## config.mk

```make
export PLATFORM = sky130hd
export DESIGN_NAME = decision_unit
export DESIGN_NICKNAME = d
export VERILOG_FILES = /design/src/rtl/decision_unit.sv
export SDC_FILE = /design/constraint.sdc
export NUM_CORES = 1
export LEC_CHECK = 0
export ABC_AREA = 0
export BUFFER_PORTS_ARGS = -buffer_cell sky130_fd_sc_hd__buf_4
export CORE_UTILIZATION = 47
export CTS_CLUSTER_DIAMETER = 150
export DETAILED_ROUTE_END_ITERATION = 8
export GPL_TIMING_DRIVEN = 0
export MAX_ROUTING_LAYER = met4
export PLACE_DENSITY = 0.77
export SYNTH_ARGS = -nofsm -noshare
export SYNTH_HDL_FRONTEND = slang
export SYNTH_SLANG_ARGS = --single-unit
```

## constraint.sdc

```tcl
create_clock -name clk -period 1.8 [get_ports clk]
set_input_delay 0.18 -clock clk [delete_from_list [all_inputs] [get_ports clk]]
set_output_delay 0.18 -clock clk [all_outputs]
set_load 0.01 [all_outputs]
```

## src/rtl/decision_unit.sv

```systemverilog
// decision_unit: picks the first free variable of the bin, emits one decision
// write at the next level and owns the saturating current-level register.
// Ports:
//   clk, rst (sync, active-low)
//   start_decision_i -> done_decision_o, no_free_var_o
//   var_assigned_i, phase_i  : per-variable state of the bin
//   dcd_we_o, dcd_var_o, dcd_value_o, dcd_lvl_o : decision write
//   cur_lvl_o, lvl_load_i, lvl_i, lvl_ovf_o     : level register
module decision_unit #(
  parameter int unsigned NUM_VARS  = 8,
  parameter int unsigned WIDTH_VAR = 3,
  parameter int unsigned WIDTH_LVL = 16
) (
  input  logic                 clk,
  input  logic                 rst,
  input  logic                 start_decision_i,
  output logic                 done_decision_o,
  output logic                 no_free_var_o,
  input  logic [NUM_VARS-1:0]  var_assigned_i,
  input  logic [NUM_VARS-1:0]  phase_i,
  output logic                 dcd_we_o,
  output logic [WIDTH_VAR-1:0] dcd_var_o,
  output logic                 dcd_value_o,
  output logic [WIDTH_LVL-1:0] dcd_lvl_o,
  output logic [WIDTH_LVL-1:0] cur_lvl_o,
  input  logic                 lvl_load_i,
  input  logic [WIDTH_LVL-1:0] lvl_i,
  output logic                 lvl_ovf_o
);

  typedef enum logic [1:0] {
    IDLE,
    SCAN,
    ASSIGN,
    DONE
  } state_t;

  localparam logic [WIDTH_VAR-1:0] LAST =
    WIDTH_VAR'(NUM_VARS - 1);
  localparam logic [WIDTH_LVL-1:0] LVL_MAX = '1;

  state_t               state_q, state_d;
  logic [WIDTH_VAR-1:0] idx_q, idx_d;
  logic                 done_q, done_d;
  logic                 nfv_q, nfv_d;
  logic                 we_q, we_d;
  logic [WIDTH_VAR-1:0] var_q, var_d;
  logic                 val_q, val_d;
  logic [WIDTH_LVL-1:0] dlvl_q, dlvl_d;
  logic [WIDTH_LVL-1:0] lvl_q, lvl_d;
  logic                 ovf_q, ovf_d;

  logic                 lvl_sat;
  logic [WIDTH_LVL-1:0] lvl_inc;

  // Saturating increment: at all-ones the level sticks.
  assign lvl_sat = (lvl_q == LVL_MAX);
  assign lvl_inc = lvl_sat ? lvl_q : lvl_q + 1'b1;

  always_comb begin
    state_d = state_q;
    idx_d   = idx_q;
    done_d  = 1'b0;
    we_d    = 1'b0;
    nfv_d   = nfv_q;
    var_d   = var_q;
    val_d   = val_q;
    dlvl_d  = dlvl_q;
    lvl_d   = lvl_q;
    ovf_d   = ovf_q;
    unique case (state_q)
      IDLE: begin
        if (start_decision_i) begin
          idx_d   = '0;
          nfv_d   = 1'b0;
          state_d = SCAN;
        end
      end
      SCAN: begin
        if (!var_assigned_i[idx_q]) begin
          // Outputs are registered, so the write is
          // formed on the edge that enters ASSIGN.
          state_d = ASSIGN;
          we_d    = 1'b1;
          var_d   = idx_q;
          val_d   = phase_i[idx_q];
          dlvl_d  = lvl_inc;
          lvl_d   = lvl_inc;
          if (lvl_sat) ovf_d = 1'b1;
        end else if (idx_q == LAST) begin
          nfv_d   = 1'b1;
          done_d  = 1'b1;
          state_d = DONE;
        end else begin
          idx_d = idx_q + 1'b1;
        end
      end
      ASSIGN: begin
        done_d  = 1'b1;
        state_d = DONE;
      end
      DONE: begin
        state_d = IDLE;
      end
      default: begin
        state_d = IDLE;
      end
    endcase
    // An external load overrides the increment for
    // the level register only; dcd_lvl keeps L+1.
    if (lvl_load_i) lvl_d = lvl_i;
  end

  always_ff @(posedge clk) begin
    if (!rst) begin
      state_q <= IDLE;
      idx_q   <= '0;
      done_q  <= 1'b0;
      nfv_q   <= 1'b0;
      we_q    <= 1'b0;
      var_q   <= '0;
      val_q   <= 1'b0;
      dlvl_q  <= '0;
      lvl_q   <= '0;
      ovf_q   <= 1'b0;
    end else begin
      state_q <= state_d;
      idx_q   <= idx_d;
      done_q  <= done_d;
      nfv_q   <= nfv_d;
      we_q    <= we_d;
      var_q   <= var_d;
      val_q   <= val_d;
      dlvl_q  <= dlvl_d;
      lvl_q   <= lvl_d;
      ovf_q   <= ovf_d;
    end
  end

  assign done_decision_o = done_q;
  assign no_free_var_o   = nfv_q;
  assign dcd_we_o        = we_q;
  assign dcd_var_o       = var_q;
  assign dcd_value_o     = val_q;
  assign dcd_lvl_o       = dlvl_q;
  assign cur_lvl_o       = lvl_q;
  assign lvl_ovf_o       = ovf_q;

endmodule

```

; ---- Word-level counts from Yosys, hierarchy flattened
; Cells that the tools add are included.
[word_totals]
reg_bits = 45
inputBits = 36
output_inout_bits = 40
word_cells = 59
[classes]
n_addsub = 2
order_cmp = 1
eq_ne = 11
n_mux = 24
n_bitwise = 1
reduce_logical = 10
[op_table]
columns = operator, count
row1 = $mux 16, 4
row2 = $add 16x1->16 const B, 1
row3 = $eq 16x16->1 const B, 1
row4 = $ne 2x2->1 const B, 5
row5 = $mux 3, 3
row6 = $mux 1, 8
row7 = $pmux 2 s4, 1
row8 = $reduce_and 2->1, 4
row9 = $reduce_and 4->1, 2
row10 = $bmux 1 s3, 2
row11 = $mux 2, 3
row12 = $pmux 3 s2, 1
row13 = $eq 2x2->1 const B, 2
row14 = $lt 3x4->1 const B, 1
row15 = $pmux 1 s2, 2
row16 = $reduce_bool 2->1, 2
row17 = $add 3x1->3 const B, 1
row18 = $eq 3x3->1 const B, 1
row19 = $ne 3x3->1 const B, 1
row20 = $reduce_and 3->1, 1
row21 = $eq 2x1->1 const B, 1
row22 = $logic_not 2->1, 1
row23 = $not 1->1, 1

; ---- Longest topological paths before layout
[depth]
depth_word = 5
mapped_depth = 8
depth_no_buf = 6

; ---- Least setup slack after synthesis
; Ideal clock, no wire load.
[synth_timing]
path_kind = register to register
start = reg lvl_q[0], in the netlist cur_lvl_o[0]
end = reg lvl_q[5], in the netlist cur_lvl_o[5]
setup_time_ps = 138
arrival_ps = 1816
required_time_ps = 1662
setup_slack_ps = -154
path_stages_with_launch = 8
n_path_buf = 2
synth_period_minus_slack_ps = 1954
path_cell_list = dfxtp_1 -> ha_1 -> and4_1 -> buf_2 -> nand4_1 -> clkbuf_1 -> a311oi_1 -> a311oi_2
[synth_via]
elab_chain_len = 5
word_cells_on_any_way = 6
cone_classes = add/sub (1) / eq/ne (1) / mux (4)
[synth_lines]
columns = item, line
row1 = "start, declared", 50  ; logic [WIDTH_LVL-1:0] lvl_q, lvl_d;
row2 = "start signal, assigned", 135  ; lvl_q <= lvl_d;
row3 = $add 16x1->16 / $eq 16x16->1 (equally long branches), "58, 57"
row4 = $mux 16 *, 58  ; assign lvl_inc = lvl_sat ? lvl_q : lvl_q + 1'b1;
row5 = $mux 16 *, 80  ; if (!var_assigned_i[idx_q]) begin
row6 = $mux 16 *, 71  ; unique case (state_q)
row7 = $mux 16 *, 111  ; if (lvl_load_i) lvl_d = lvl_i;
; Mark *: on every way between the ends. The rest lies on a longest branch, timed or not. The select of a mux whose other input is x is not followed.
; A chain may end at the register's enable or synchronous reset.

; ---- Worst setup path in the final report
[layout_timing]
start = reg idx_q[1]
end = reg lvl_q[0], in the netlist cur_lvl_o[0]
[layout_via]
elab_chain_len = 4
[layout_lines]
columns = item, line
row1 = "start, declared", 43  ; logic [WIDTH_VAR-1:0] idx_q, idx_d;
row2 = "start signal, assigned", 128  ; idx_q <= idx_d;
row3 = $bmux 1 s3, 80
row4 = $mux 1 (not written as such), 80
row5 = $ne 2x2->1 (no line), -
row6 = $reduce_and 2->1 (no line), -
; No other way between the ends. The select of a mux whose other input is x is not followed.

==> summary by stage <==
Pwr
The overall power after layout is 3.42 mW. Power spread over the standard cell area amounts to 903 nW/um^2. The fraction of power spent switching nets is 0.340. The leakage power total is 1.63 nW. The combinational share of power is 0.397.

Internal power comes to 2.26 mW. The share of total power in the clock network is 0.236. The switching power summed over all nets is 1.16 mW. VDD sags by at most 851 uV.

The sequential group share of total power is 0.367.

Floorplanning
The area of the die is 5770 um^2. The starting density of the core is 0.497. The floorplan die width is 76.0 um.

The number of placement rows is 26. For this design the top-level I/O count stands at 76. The core region is 5170 um^2. The y dimension of the die is 76.0 um.

Timing
The worst pin sits at a relative slew slack of 0.639. Of the available clock period, the critical path in the final layout requires 1.07. Setup violations remaining at the end of the flow were counted as 31.

The post-layout minimum cycle time is 1.93 ns. At the pin with the least slew margin, the transition time is 0.541 ns. The max-slew violation count came to 0. The final hold slack is 0.125 ns. The hold violation total from the final report came to 0. Setup repair after global routing could not meet its margin everywhere. For this run, the top clock speed supported by timing is 518 MHz. The worst clock skew is 0.0103 ns.

After layout, the worst setup slack is -0.130 ns.

Setup path
The type of the worst setup path is flop to flop. In this run the worst path has a maximum fanout of 6. The data arrival time of the critical path is 2.15 ns. Among all stages on the critical path, the largest delay is contributed by sky130_fd_sc_hd__or3_4.

For the worst setup path, the data required time is 2.02 ns. The startpoint type of the worst setup path is a flop. The count of buffering cells on the critical path with inverters included is 3. Walking the worst path, the cells encountered are buf_6, buf_4, nor2_1, a22o_1, o21ai_4, buf_4, or3_4, a31oi_1. The critical path endpoint category is a flop.

The critical path's top delay family is compound AO/OA/AOI/OAI gates. On the worst path, the slowest cell contributes a delay of 0.35 ns. The cell repeated most along the worst path is sky130_fd_sc_hd__buf_4.

Cells and area
After the last flow step, the layout net total stands at 450. The repair_antennas step left the layout with diodes totalling 0. The final core area utilization is 0.732. The layout-stage area growth over the synthesis result is 47.3%. The proportion of layout cells with a drive suffix above 1 is 0.401.

Yosys
The mean instance size in the synthesized netlist is 8.75 um^2. Yosys mapped a number of flops with a built-in enable equal to 0. During synthesis, Yosys emitted a total of 0 warnings. The commonest cells after synthesis are 45 x sky130_fd_sc_hd__dfxtp_1, 22 x sky130_fd_sc_hd__o21ai_0, 21 x sky130_fd_sc_hd__nor2_1. The most frequent cell after synthesis is sky130_fd_sc_hd__dfxtp_1. The synthesized net count is 336.

The post-synthesis cell count is 294. The most common flop cell mapped by yosys is sky130_fd_sc_hd__dfxtp_1. Counting distinct cell types in the post-synthesis netlist gives 58. The top cell type's share of synthesized area is 0.350.

In this run, synthesis produced a sequential element count of 45. The cell area that synthesis handed to floorplanning was 2570 um^2. For this run, the register share of the synthesized area comes to 0.350.

The synthesized design spends more area on one cell type than any other, namely sky130_fd_sc_hd__dfxtp_1. By area the synthesized netlist is led by sky130_fd_sc_hd__dfxtp_1 35%, sky130_fd_sc_hd__mux2i_1 4.3%, sky130_fd_sc_hd__o21ai_0 4.3%, sky130_fd_sc_hd__a21oi_1 3.5%, sky130_fd_sc_hd__nor2_1 3.1%. After synthesis, the share of flip-flops with an asynchronous set or reset is 0.

Clocking
Clock-pin slew was measured on the worst setup and hold paths at 0.09 ns. The clock drives 45 sinks. The clock reaches the later pin of the worst-skew pair after 0.30 ns. TritonCTS built the clock tree.

The H-tree level count is 2. Clock tree synthesis selected as its root buffer the cell sky130_fd_sc_hd__clkbuf_8. In this run, post-CTS hold repair placed 0 buffers. In this run the deepest clock path goes through 2 buffers.

The TritonCTS buffer count is 5.

Routing
The wire length per cell after detailed routing is 17.5 um. The detailed router finished its first iteration with 381 violations. The post-detailed-routing wire length is 8400 um. In this run the remaining antenna-violating nets after routing total 0.

The detailed-routing iteration count for the pre-antenna-repair pass is 5. After detailed routing, the number of vias per cell comes to 5.96. The total number of vias is 2854.

The DRC violation count after routing is 0.

Outcome
The checks that failed: setup timing. The run finished, with violations left.

Hold path
In this run the worst hold path is classified as input port to flop.

Run
Across the run, the number of max-cap violations was 0.

GRT
For met2 alone, demand over resource in global routing was 0.462. The layer carrying the most global-route usage is met2. The via count of the first global-routing pass is 2585. The total overflow reported by the global router is 0. Entering global routing, the biggest net connects 14 pins. For this run, global-route usage on met3 was measured as 0.0482. The number of antenna violations at the first check in global routing is 0. In the global route stage, met1 resource usage came out at 0.366. The global-route wire length before repair is 12800 um. Across every metal layer, demand over resource in global routing totals 0.283.

Placed design
The routability-driven placement congestion ratio is 0.866. During placement, the flow inserted port buffers numbering 75. Before CTS, the worst setup slack after placement is -0.326 ns. Summed over all nets, the half-perimeter wirelength after detailed placement is 5220 um.
[final cells by class]
type,count,area [um^2]
Multi-Input combinational cell,221,1660
Fill cell,381,1390
Sequential cell,45,911
Timing Repair Buffer,108,838
Buffer,20,143
Tap cell,70,87.6
Clock buffer,7,86.3
Clock inverter,1,30.0
Inverter,7,26.3
[worst paths after layout]
check	from	to	slack, ns	depth (start not counted)
worst max-delay path	idx_q[1]	cur_lvl_o[0]	-0.13	8
worst min-delay path	lvl_i[15]	cur_lvl_o[15]	0.13	3
worst max register to register	idx_q[1]	cur_lvl_o[0]	-0.13	8
worst min register to register	dcd_lvl_o[13]	dcd_lvl_o[13]	0.46	2
[metrics by stage]
| step | cells | instance area, um^2 | TNS [ns] |
|---|---|---|---|
| 2_1_floorplan | 294 | 2580 | -0.0254 |
| 3_3_place_gp | 439 | 3230 | -5.11 |
| 3_5_place_dp | 439 | 3230 | -5.61 |
| 4_1_cts | 469 | 3610 | -0.401 |
| 5_1_grt | 479 | 3790 | -4.36 |
| 6_report | 479 | 3790 | -1.89 |
[layout by cell type (no fill, tap or decap), types with 7 or more instances in the layout]
cell type / netlist / routed
sky130_fd_sc_hd__a21oi_1: 18 / 18
sky130_fd_sc_hd__a31oi_1: 10 / 10
sky130_fd_sc_hd__buf_4: 3 / 104
sky130_fd_sc_hd__buf_6: 4 / 9
sky130_fd_sc_hd__clkbuf_1: 8 / 7
sky130_fd_sc_hd__dfxtp_1: 45 / 41
sky130_fd_sc_hd__inv_1: 7 / 7
sky130_fd_sc_hd__mux2i_1: 11 / 9
sky130_fd_sc_hd__nand2_1: 20 / 20
sky130_fd_sc_hd__nand3_1: 13 / 12
sky130_fd_sc_hd__nor2_1: 21 / 20
sky130_fd_sc_hd__o21ai_0: 22 / 20
sky130_fd_sc_hd__o21ai_1: 8 / 9
sky130_fd_sc_hd__xnor2_1: 7 / 7
[power groups by stage]
| stage | logic, mW | registers, mW | clock network, mW |
|---|---|---|---|
| after detailed placement | 1.09 | 1.27 | 0 |
| final | 1.36 | 1.26 | 0.807 |
| after global routing | 1.44 | 1.27 | 0.847 |
| after floorplan | 0.639 | 1.30 | 0 |
| after CTS | 1.24 | 1.25 | 0.808 |
| after global placement | 1.06 | 1.27 | 0 |
[worst min-delay path: cells and delay by family]
| family | cells | cell delay [ns] |
|---|---|---|
| and+or+nand+nor | 1 | 0.06 |
| AOI/OAI and AO/OA | 1 | 0.07 |
| buffers and inverters | 1 | 0.08 |
[kinds of logic after synthesis]
| logic type | count (synthesis) | share of synthesized area |
|---|---|---|
| multiplexers | 15 | 0.0706 |
| flip-flops | 45 | 0.350 |
| adder cells (fa/ha/maj) | 6 | 0.0292 |
| AND/OR/NAND/NOR | 97 | 0.202 |
| XOR/XNOR | 9 | 0.0307 |
| AO/OA/AOI/OAI | 94 | 0.257 |
| buffers and inverters | 28 | 0.0594 |
[state kept, by name (all words and copies together), names as in the netlist]
signal	cells
cur_lvl_o	16
dcd_lvl_o	16
lvl_ovf_o	1
done_decision_o	1
idx_q	3
dcd_value_o	1
dcd_we_o	1
no_free_var_o	1
dcd_var_o	3
state_q	2
[per-layer routing]
layer / up-vias / part of all wire
met1: 1349 / 0.43
met4: 0 / 0.033
met5: - / 0
met2: 146 / 0.48
li1: 1327 / -
met3: 32 / 0.065
[repair_timing]
item                       CTS  global route
resized for setup           22            25
pin swaps                   13             8
setup buffers               21            10
setup endpoints to repair   42            39
cloned                       2             0
Note: power is estimated with default switching activity, not from simulation.
